==> config.mk <==
export PLATFORM = sky130hd
export DESIGN_NAME = address_flat
export DESIGN_NICKNAME = d
export VERILOG_FILES = /design/src/rtl/address_pkg.sv /design/src/rtl/address_if.sv /design/src/rtl/address.sv /design/src/flat_wrapper.sv
export SDC_FILE = /design/constraint.sdc
export NUM_CORES = 1
export LEC_CHECK = 0
export CAP_MARGIN = 20
export CORE_MARGIN = 5
export CORE_UTILIZATION = 29
export DETAILED_ROUTE_END_ITERATION = 10
export PLACE_DENSITY = 0.79
export REMOVE_ABC_BUFFERS = 1
export SLEW_MARGIN = 20
export SYNTH_ARGS = -nofsm -noshare
export SYNTH_HDL_FRONTEND = slang
export SYNTH_SLANG_ARGS = --single-unit
export TNS_END_PERCENT = 100
==> constraint.sdc <==
create_clock -name clk -period 1.3 [get_ports clk]
set_input_delay 0.39 -clock clk [delete_from_list [all_inputs] [get_ports clk]]
set_output_delay 0.39 -clock clk [all_outputs]
set_load 0.01 [all_outputs]
==> src/rtl/address_pkg.sv <==
// address_pkg: shared VGA geometry and tile-address widths for the 2048 display path
package address_pkg;
  localparam int H_ACTIVE  = 640;
  localparam int V_ACTIVE  = 480;
  localparam int TILE_LOG2 = 6;
  localparam int TILE      = 1 << TILE_LOG2;
  localparam int COL_W     = 10;
  localparam int ROW_W     = 9;
  localparam int ADDR_W    = 2 * TILE_LOG2;
  typedef logic [COL_W-1:0]  col_t;
  typedef logic [ROW_W-1:0]  row_t;
  typedef logic [ADDR_W-1:0] addr_t;
endpackage

==> src/rtl/address_if.sv <==
// address_if: scan coordinates in, registered tile ROM address out
interface address_if;
  import address_pkg::*;
  col_t  col_addr;
  row_t  row_addr;
  addr_t addr;
  logic  addr_valid;
  modport master (output col_addr, row_addr, input addr, addr_valid);
  modport slave  (input col_addr, row_addr, output addr, addr_valid);
endinterface

==> src/rtl/address.sv <==
// address: maps VGA scan coordinates to a registered 64x64 tile ROM address
module address
  import address_pkg::*;
#(
  parameter int X0        = 0,
  parameter int Y0        = 0,
  parameter int TILE_LOG2 = address_pkg::TILE_LOG2
) (
  input logic       clk,
  input logic       rst_n,
  address_if.slave  bus
);
  localparam int SIDE = 1 << TILE_LOG2;
  col_t local_col;
  col_t local_row;
  logic in_win;
  logic [2*TILE_LOG2-1:0] addr_q;
  logic valid_q;
  // once the coordinate is at or past the origin the subtraction cannot wrap,
  // so the far-edge test reduces to the local offset being below the tile side
  always_comb begin
    local_col = bus.col_addr - COL_W'(X0);
    local_row = COL_W'(bus.row_addr) - COL_W'(Y0);
    in_win = (int'(bus.col_addr) >= X0) && (int'(local_col) < SIDE) &&
             (int'(bus.row_addr) >= Y0) && (int'(local_row) < SIDE);
  end
  always_ff @(posedge clk) begin
    if (!rst_n) begin
      addr_q  <= '0;
      valid_q <= 1'b0;
    end else begin
      addr_q  <= in_win ? {local_row[TILE_LOG2-1:0], local_col[TILE_LOG2-1:0]} : '0;
      valid_q <= in_win;
    end
  end
  assign bus.addr       = addr_q;
  assign bus.addr_valid = valid_q;
endmodule

==> src/flat_wrapper.sv <==
// flat-port wrapper written by rule: the top's interface ports become plain ports
module address_flat import address_pkg::*;
#(
  parameter int X0        = 0,
  parameter int Y0        = 0,
  parameter int TILE_LOG2 = address_pkg::TILE_LOG2
)
  (clk, rst_n, bus_col_addr, bus_row_addr, bus_addr, bus_addr_valid);
  address_if bus_i ();
  input logic clk;
  input logic rst_n;
  input wire logic [$bits(bus_i.col_addr)-1:0] bus_col_addr;
  input wire logic [$bits(bus_i.row_addr)-1:0] bus_row_addr;
  output wire logic [$bits(bus_i.addr)-1:0] bus_addr;
  output wire logic [$bits(bus_i.addr_valid)-1:0] bus_addr_valid;
  assign bus_i.col_addr = bus_col_addr;
  assign bus_i.row_addr = bus_row_addr;
  assign bus_addr = bus_i.addr;
  assign bus_addr_valid = bus_i.addr_valid;
  address #(.X0(X0), .Y0(Y0), .TILE_LOG2(TILE_LOG2)) u_core (.clk(clk), .rst_n(rst_n), .bus(bus_i));
endmodule
==> results by group, run 1 <==
Yosys
  • Seq/Total Area, Yosys: 56.1%
  • Syn. warnings: 0
  • Synthesized netlist cell count: 42
  • Mapped cell area: 464 um^2
  • Netlist cell types: 10
  • Synthesized area per cell: 11.1 um^2
  • Synthesized flop and latch total: 13

Timing
  • Unrepaired setup endpoints after global routing: no
  • Max-slew violation count: 0
  • Crit share post-route: 97.8%
  • # setup viols final: 0
  • Minimum clock period: 1.27 ns
  • Slack of the critical path: 0.0280 ns
  • Worst slew margin: 90.9%
  • Max Clk Rate: 786 MHz
  • Final Hold Viols: 0
  • Worst-margin pin slew: 0.135 ns
  • Final TNS setup: 0 ns

GRT
  • Largest net degree at the start of global routing: 8
  • Overall Global Routing Usage: 10.4%
  • Antenna violations before repair: 0
  • First-pass GRT wire length: 1.90 mm
  • Vias in the first global route: 433
  • Global route overflow: 0

Die
  • Core Rows: 14
  • Die X: 50.0 um
  • I/O pin cnt: 34
  • Core area: 1510 um^2
  • Die ar.: 2500 um^2
  • Die extent in y: 50.0 um
  • Initial core utilization: 30.8%

Setup path
  • Crit path DAT: 1.47 ns
  • Worst path required time: 1.50 ns
  • Worst setup SP type: input port
  • Setup CP Type: in2reg
  • Crit path max fanout: 7
  • Critical Path End Type: register

Finish
  • Synth-to-Final Area Change: 78.4%
  • Share of layout cells above drive strength 1: 21.5%
  • Finished Core Util: 55.0%
  • Fill cells: 149
  • Final nets: 101
  • Area of the multi-input gates: 170 um^2
  • Layout Cell Area excl Fill: 828 um^2
  • FF+latch area: 260 um^2
  • Diodes inserted: 0

Placed design
  • Post-DP HPWL: 851 um
  • GP Congestion: 0.612
  • Dpl ws: -0.464 ns
  • DP Area: 796 um^2
  • IO buf count: 33

Route
  • Post-DR wirelength/cell: 13.2 um
  • Antenna Nets Post-Route: 0
  • Detailed-router iteration count before antenna repair: 2
  • Vias per cell: 4.55
  • Post-Route WL: 1.25 mm
  • DRC viols: 0
  • Initial DRC count: 2
  • Via Count: 432

Min path
  • Hold path depth: 3
  • Launch point of the worst hold path: bus_col_addr[9]
  • Worst hold-check path type: in2reg
  • Hold endpoint: u_core.bus.addr[6]

Clocking
  • # H-tree levels: 1
  • CTS tree: yes
  • Clock-pin slew on the worst setup and hold paths: 0.08 ns
  • Cts hold-fix bufs: 0
  • Clock sinks: 13
  • Clock tree buffer depth: 2
  • Root Buffer: clkbuf_4
  • CTS Buf Count: 3
  • Post CTS Setup Buffer Count: 0

Power
  • Sequential Power Share: 54.2%
  • Pwr/cell area: 887 nW/um^2
  • Clock Power Share: 34.1%
  • Peak supply drop: 0.000466 V
  • Switching portion of total power: 22.2%
  • Internal: 572 uW
  • Switching power: 163 uW
  • Static leakage: 0.000400 uW
  • Share of power burned in combinational logic: 11.7%

Outcome
  • Status: complete, no violations

Job
  • Max_cap viols: 0
## final cells by class
| cell class | instances | share of cell area, % |
|---|---|---|
| tap | 16 | 2.42 |
| inverter | 12 | 5.44 |
| sequential | 13 | 31.4 |
| multi-input combinational | 17 | 20.5 |
| clock buffer | 4 | 3.17 |
| timing repair buffer | 33 | 37.0 |
## worst max path at each step
stage / slack [ns] / from / cells after the start / to
after floorplan: 0.02 / bus_row_addr[6] / 2 / u_core.bus.addr[11]
after global placement: -0.41 / bus_row_addr[6] / 3 / u_core.bus.addr[5]
after detailed placement: -0.46 / bus_row_addr[6] / 3 / u_core.bus.addr[11]
after CTS: 0.02 / bus_row_addr[8] / 3 / u_core.bus.addr[4]
after global routing: 0.005 / u_core.bus.addr[9] / 1 / bus_addr[9]
final: 0.03 / bus_row_addr[8] / 3 / u_core.bus.addr[4]
## critical path, cell delays in order
cell,delay [ns]
clkdlybuf4s50_1,0.43
or4_4,0.50
nor3_1,0.15
## synthesized netlist by cell type
| master | n | area share (%) |
|---|---|---|
| buf_4 | 1 | 1.6 |
| buf_6 | 1 | 2.4 |
| dfxtp_1 | 13 | 56 |
| inv_1 | 12 | 9.7 |
| nor2_1 | 1 | 0.81 |
| nor3_1 | 3 | 3.2 |
| nor3_2 | 8 | 17 |
| nor3_4 | 1 | 3.5 |
| or4_4 | 1 | 2.4 |
| or4b_4 | 1 | 3.0 |
## layout by cell type (no fill, tap or decap)
cell type,instances
clkbuf_4,3
or4_4,2
clkdlybuf4s50_1,13
dlygate4sd2_1,19
nor3_1,2
dfxtp_1,13
clkdlybuf4s15_1,1
nor3_2,9
or4b_4,2
inv_1,12
nor3_4,1
clkbuf_1,1
nor2_1,1
## logic make-up after synthesis
logic type             share of synthesized area, %
and+or+nand+nor                                30.2
DFF                                            56.1
buffers and inverters                          13.7
## state kept, by name, summed over array words and instances, names as in the netlist
name and flops:
u_core.bus.addr_valid 1, u_core.bus.addr 12
## layer usage
| layer | routed length, um | part of all wire [%] | track usage, % | up-vias |
|---|---|---|---|---|
| met2 | 627 | 50 | 17.8 | 26 |
| met4 | 32 | 2.6 | 6.55 | 0 |
| met3 | 138 | 11 | 4.52 | 4 |
| met1 | 452 | 36 | 9.82 | 194 |
| li1 | - | - | - | 208 |
| met5 | 0 | 0 | 0 | - |
## stage by stage
stage	power, uW	std cells	hold slack, ns
after floorplan	429	40	0.510
after global placement	492	89	0.935
after detailed placement	493	89	0.933
after CTS	737	95	0.631
after global routing	769	95	0.619
final	735	95	0.622
## power by group through the flow
| stage | logic [uW] | clock network (uW) | registers [uW] |
|---|---|---|---|
| floorplan | 20.8 | 0 | 409 |
| global route | 92.9 | 278 | 399 |
| global placement | 83.4 | 0 | 408 |
| detailed placement | 85.1 | 0 | 408 |
| finish | 85.7 | 251 | 399 |
| CTS | 86.9 | 251 | 399 |
## what timing repair did
action,4_1_cts,5_1_grt
cloned,2,0
endpoints found under the setup margin,26,1
pin swaps,3,0
endpoints found under the hold margin,0,0
resized for setup,23,1
(Power assumes the default switching activity.)
==> run 2: changes to the inputs <==
Settings changed: CORE_UTILIZATION 29 to 34, PLACE_DENSITY 0.79 to 0.86.
Clock period 1.3 ns to 1.5 ns, I/O delays scaled along.
==> results by group, run 2 (synthesized netlist as in run 1, its figures left out) <==
Clocking
  • Clock-pin slew on the worst setup and hold paths: 0.07 ns (about the same)
  • Post CTS Setup Buffer Count: 0 (unchanged)
  • Root Buffer: clkbuf_4
  • CTS tree: yes
  • Clock sinks: 13 (unchanged)
  • CTS Buf Count: 3 (unchanged)
  • Clock tree buffer depth: 2 (unchanged)
  • # H-tree levels: 1 (unchanged)

Timing
  • Minimum clock period: 1.50 ns
  • Final Hold Viols: 0 (unchanged)
  • Slack of the critical path: -0.00266 ns (-0.0307 ns)
  • # setup viols final: 1 (+1)
  • Worst slew margin: 85.2% (-5.8 points)
  • Max Clk Rate: 665 MHz
  • Worst-margin pin slew: 0.223 ns (+0.0876 ns)
  • Crit share post-route: 100%
  • Unrepaired setup endpoints after global routing: yes
  • Max-slew violation count: 0 (unchanged)

Route
  • Post-Route WL: 1.11 mm (-12%)
  • Initial DRC count: 5 (+3)
  • Vias per cell: 4.43 (-2.6%)
  • Via Count: 412 (-4.6%)
  • Detailed-router iteration count before antenna repair: 4 (+2)
  • Antenna Nets Post-Route: 0 (unchanged)
  • DRC viols: 0 (unchanged)
  • Post-DR wirelength/cell: 11.9 um (-9.7%)

Finish
  • Diodes inserted: 0 (unchanged)
  • FF+latch area: 260 um^2 (unchanged)
  • Most frequent cells in the layout: clkdlybuf4s50_1, dlygate4sd2_1, dfxtp_1, inv_1, nor3_2
  • Synth-to-Final Area Change: 80.6%
  • Final nets: 100 (-0.99%)
  • Fill cells: 134 (-10%)
  • Area of the multi-input gates: 164 um^2 (-3.7%)
  • Share of layout cells above drive strength 1: 21.8% (+0.28 points)
  • Layout Cells excl Fill: 93 (-2.1%)
  • Commonest non-fill, non-tap cell in the layout: clkdlybuf4s50_1
  • Largest register FFs: 12 (unchanged)

Setup path
  • Crit path depth: 3 (unchanged)
  • Cell family with most CP delay: simple AND/OR/NAND/NOR gates
  • Slowest stage delay, CP: 0.67 ns (+0.17 ns)
  • CP bufs+invs: 1 (unchanged)
  • Critical Path End Type: register
  • Setup CP Type: in2reg
  • Slowest CP cell: or4_4
  • Crit path DAT: 1.69 ns (+0.22 ns)
  • Crit path max fanout: 13 (+6)
  • Worst path required time: 1.69 ns (+0.19 ns)
  • Ordered cell list for the critical path: clkdlybuf4s50_1, or4_4, nor3_1
  • Worst setup SP type: input port

Die
  • Die extent in y: 47.0 um (-6.1%)
  • Core Rows: 13 (-1)
  • Die ar.: 2200 um^2 (-12%)
  • Core area: 1300 um^2 (-14%)
  • I/O pin cnt: 34 (unchanged)
  • Die X: 47.0 um (-6.1%)
  • Initial core utilization: 35.7% (+4.9 points)

GRT
  • Global route overflow: 0 (unchanged)
  • Largest net degree at the start of global routing: 14 (+6)
  • Vias in the first global route: 421 (-2.8%)
  • Overall Global Routing Usage: 11.7% (+1.3 points)
  • Antenna violations before repair: 0 (unchanged)
  • First-pass GRT wire length: 1.72 mm (-9.4%)

Power
  • Static leakage: 0.000429 uW (+7.2%)
  • Total Power: 627 uW (-15%)
  • Peak supply drop: 0.000507 V (+8.7%)
  • Pwr/cell area: 748 nW/um^2 (-16%)

Outcome
  • Status: complete, but fails checks
  • Violated checks: negative setup slack

Min path
  • Hold path depth: 3 (unchanged)
  • Worst hold-check path type: in2reg
  • Hold endpoint: u_core.bus.addr[2]
  • Launch point of the worst hold path: bus_row_addr[6]

Job
  • Max_cap viols: 0 (unchanged)

Placed design
  • GP Congestion: 0.626 (+2.4%)
  • IO buf count: 33 (unchanged)
  • Post-DP HPWL: 835 um (-1.9%)
  • Placed cells: 88 (-1.1%)
## run 2: where the power goes
group,internal [uW],total [uW],switching (uW)
Sequential,345,346,0.153
Combinational,50.9,76.0,25.2
Clock,103,205,103
Total,499,627,128
## run 2: stage by stage
step                hold slack, ns  setup slack [ns]   TNS, ns  instance area (um^2)  util (%)
global route                 0.581          -0.00309  -0.00309                   838      64.4
detailed placement           0.997            -0.298     -3.64                   795      61.1
floorplan                    0.570             0.159         0                   445         -
CTS                          0.715          -0.00881   -0.0269                   818      62.9
global placement             0.990            -0.273     -3.34                   795      61.1
finish                       0.586          -0.00266  -0.00266                   838      64.4
## run 2: cell type report
| cell class | instances | area share (%) |
|---|---|---|
| Inverter | 12 | 5.37 |
| Clock buffer | 4 | 3.13 |
| Sequential cell | 13 | 31.0 |
| Tap cell | 15 | 2.24 |
| Multi-Input combinational cell | 16 | 19.6 |
| Timing Repair Buffer | 33 | 38.7 |
## run 2: how the worst max path moves through the flow
stage	startpoint	endpoint	slack, ns
3_3_place_gp	bus_row_addr[6]	u_core.bus.addr[11]	-0.27
3_5_place_dp	bus_row_addr[6]	u_core.bus.addr[4]	-0.30
4_1_cts	bus_col_addr[6]	u_core.bus.addr[4]	-0.009
2_1_floorplan	bus_row_addr[6]	u_core.bus.addr[11]	0.16
6_report	bus_row_addr[8]	u_core.bus.addr[4]	-0.003
5_1_grt	bus_row_addr[8]	u_core.bus.addr[1]	-0.003
## run 2: per-layer routing
layer,track usage (%),up-vias,wire (um)
li1,-,203,-
met1,11.1,180,403
met2,21.1,27,571
met3,2.30,2,102
met4,9.94,0,27
met5,0,-,0
## run 2: what timing repair did
item,in CTS,in global routing
hold endpoints to repair,0,0
gates resized for setup,14,6
hold buffers,0,0
endpoints found under the setup margin,22,8
pin swaps,1,2
gates cloned,1,0
==> run 3: changes to the inputs <==
Settings changed: CAP_MARGIN 20 to 15, SLEW_MARGIN 20 to not set.
==> results of run 3 <==
The final DEF is identical to that of run 2; final timing and power are the same.
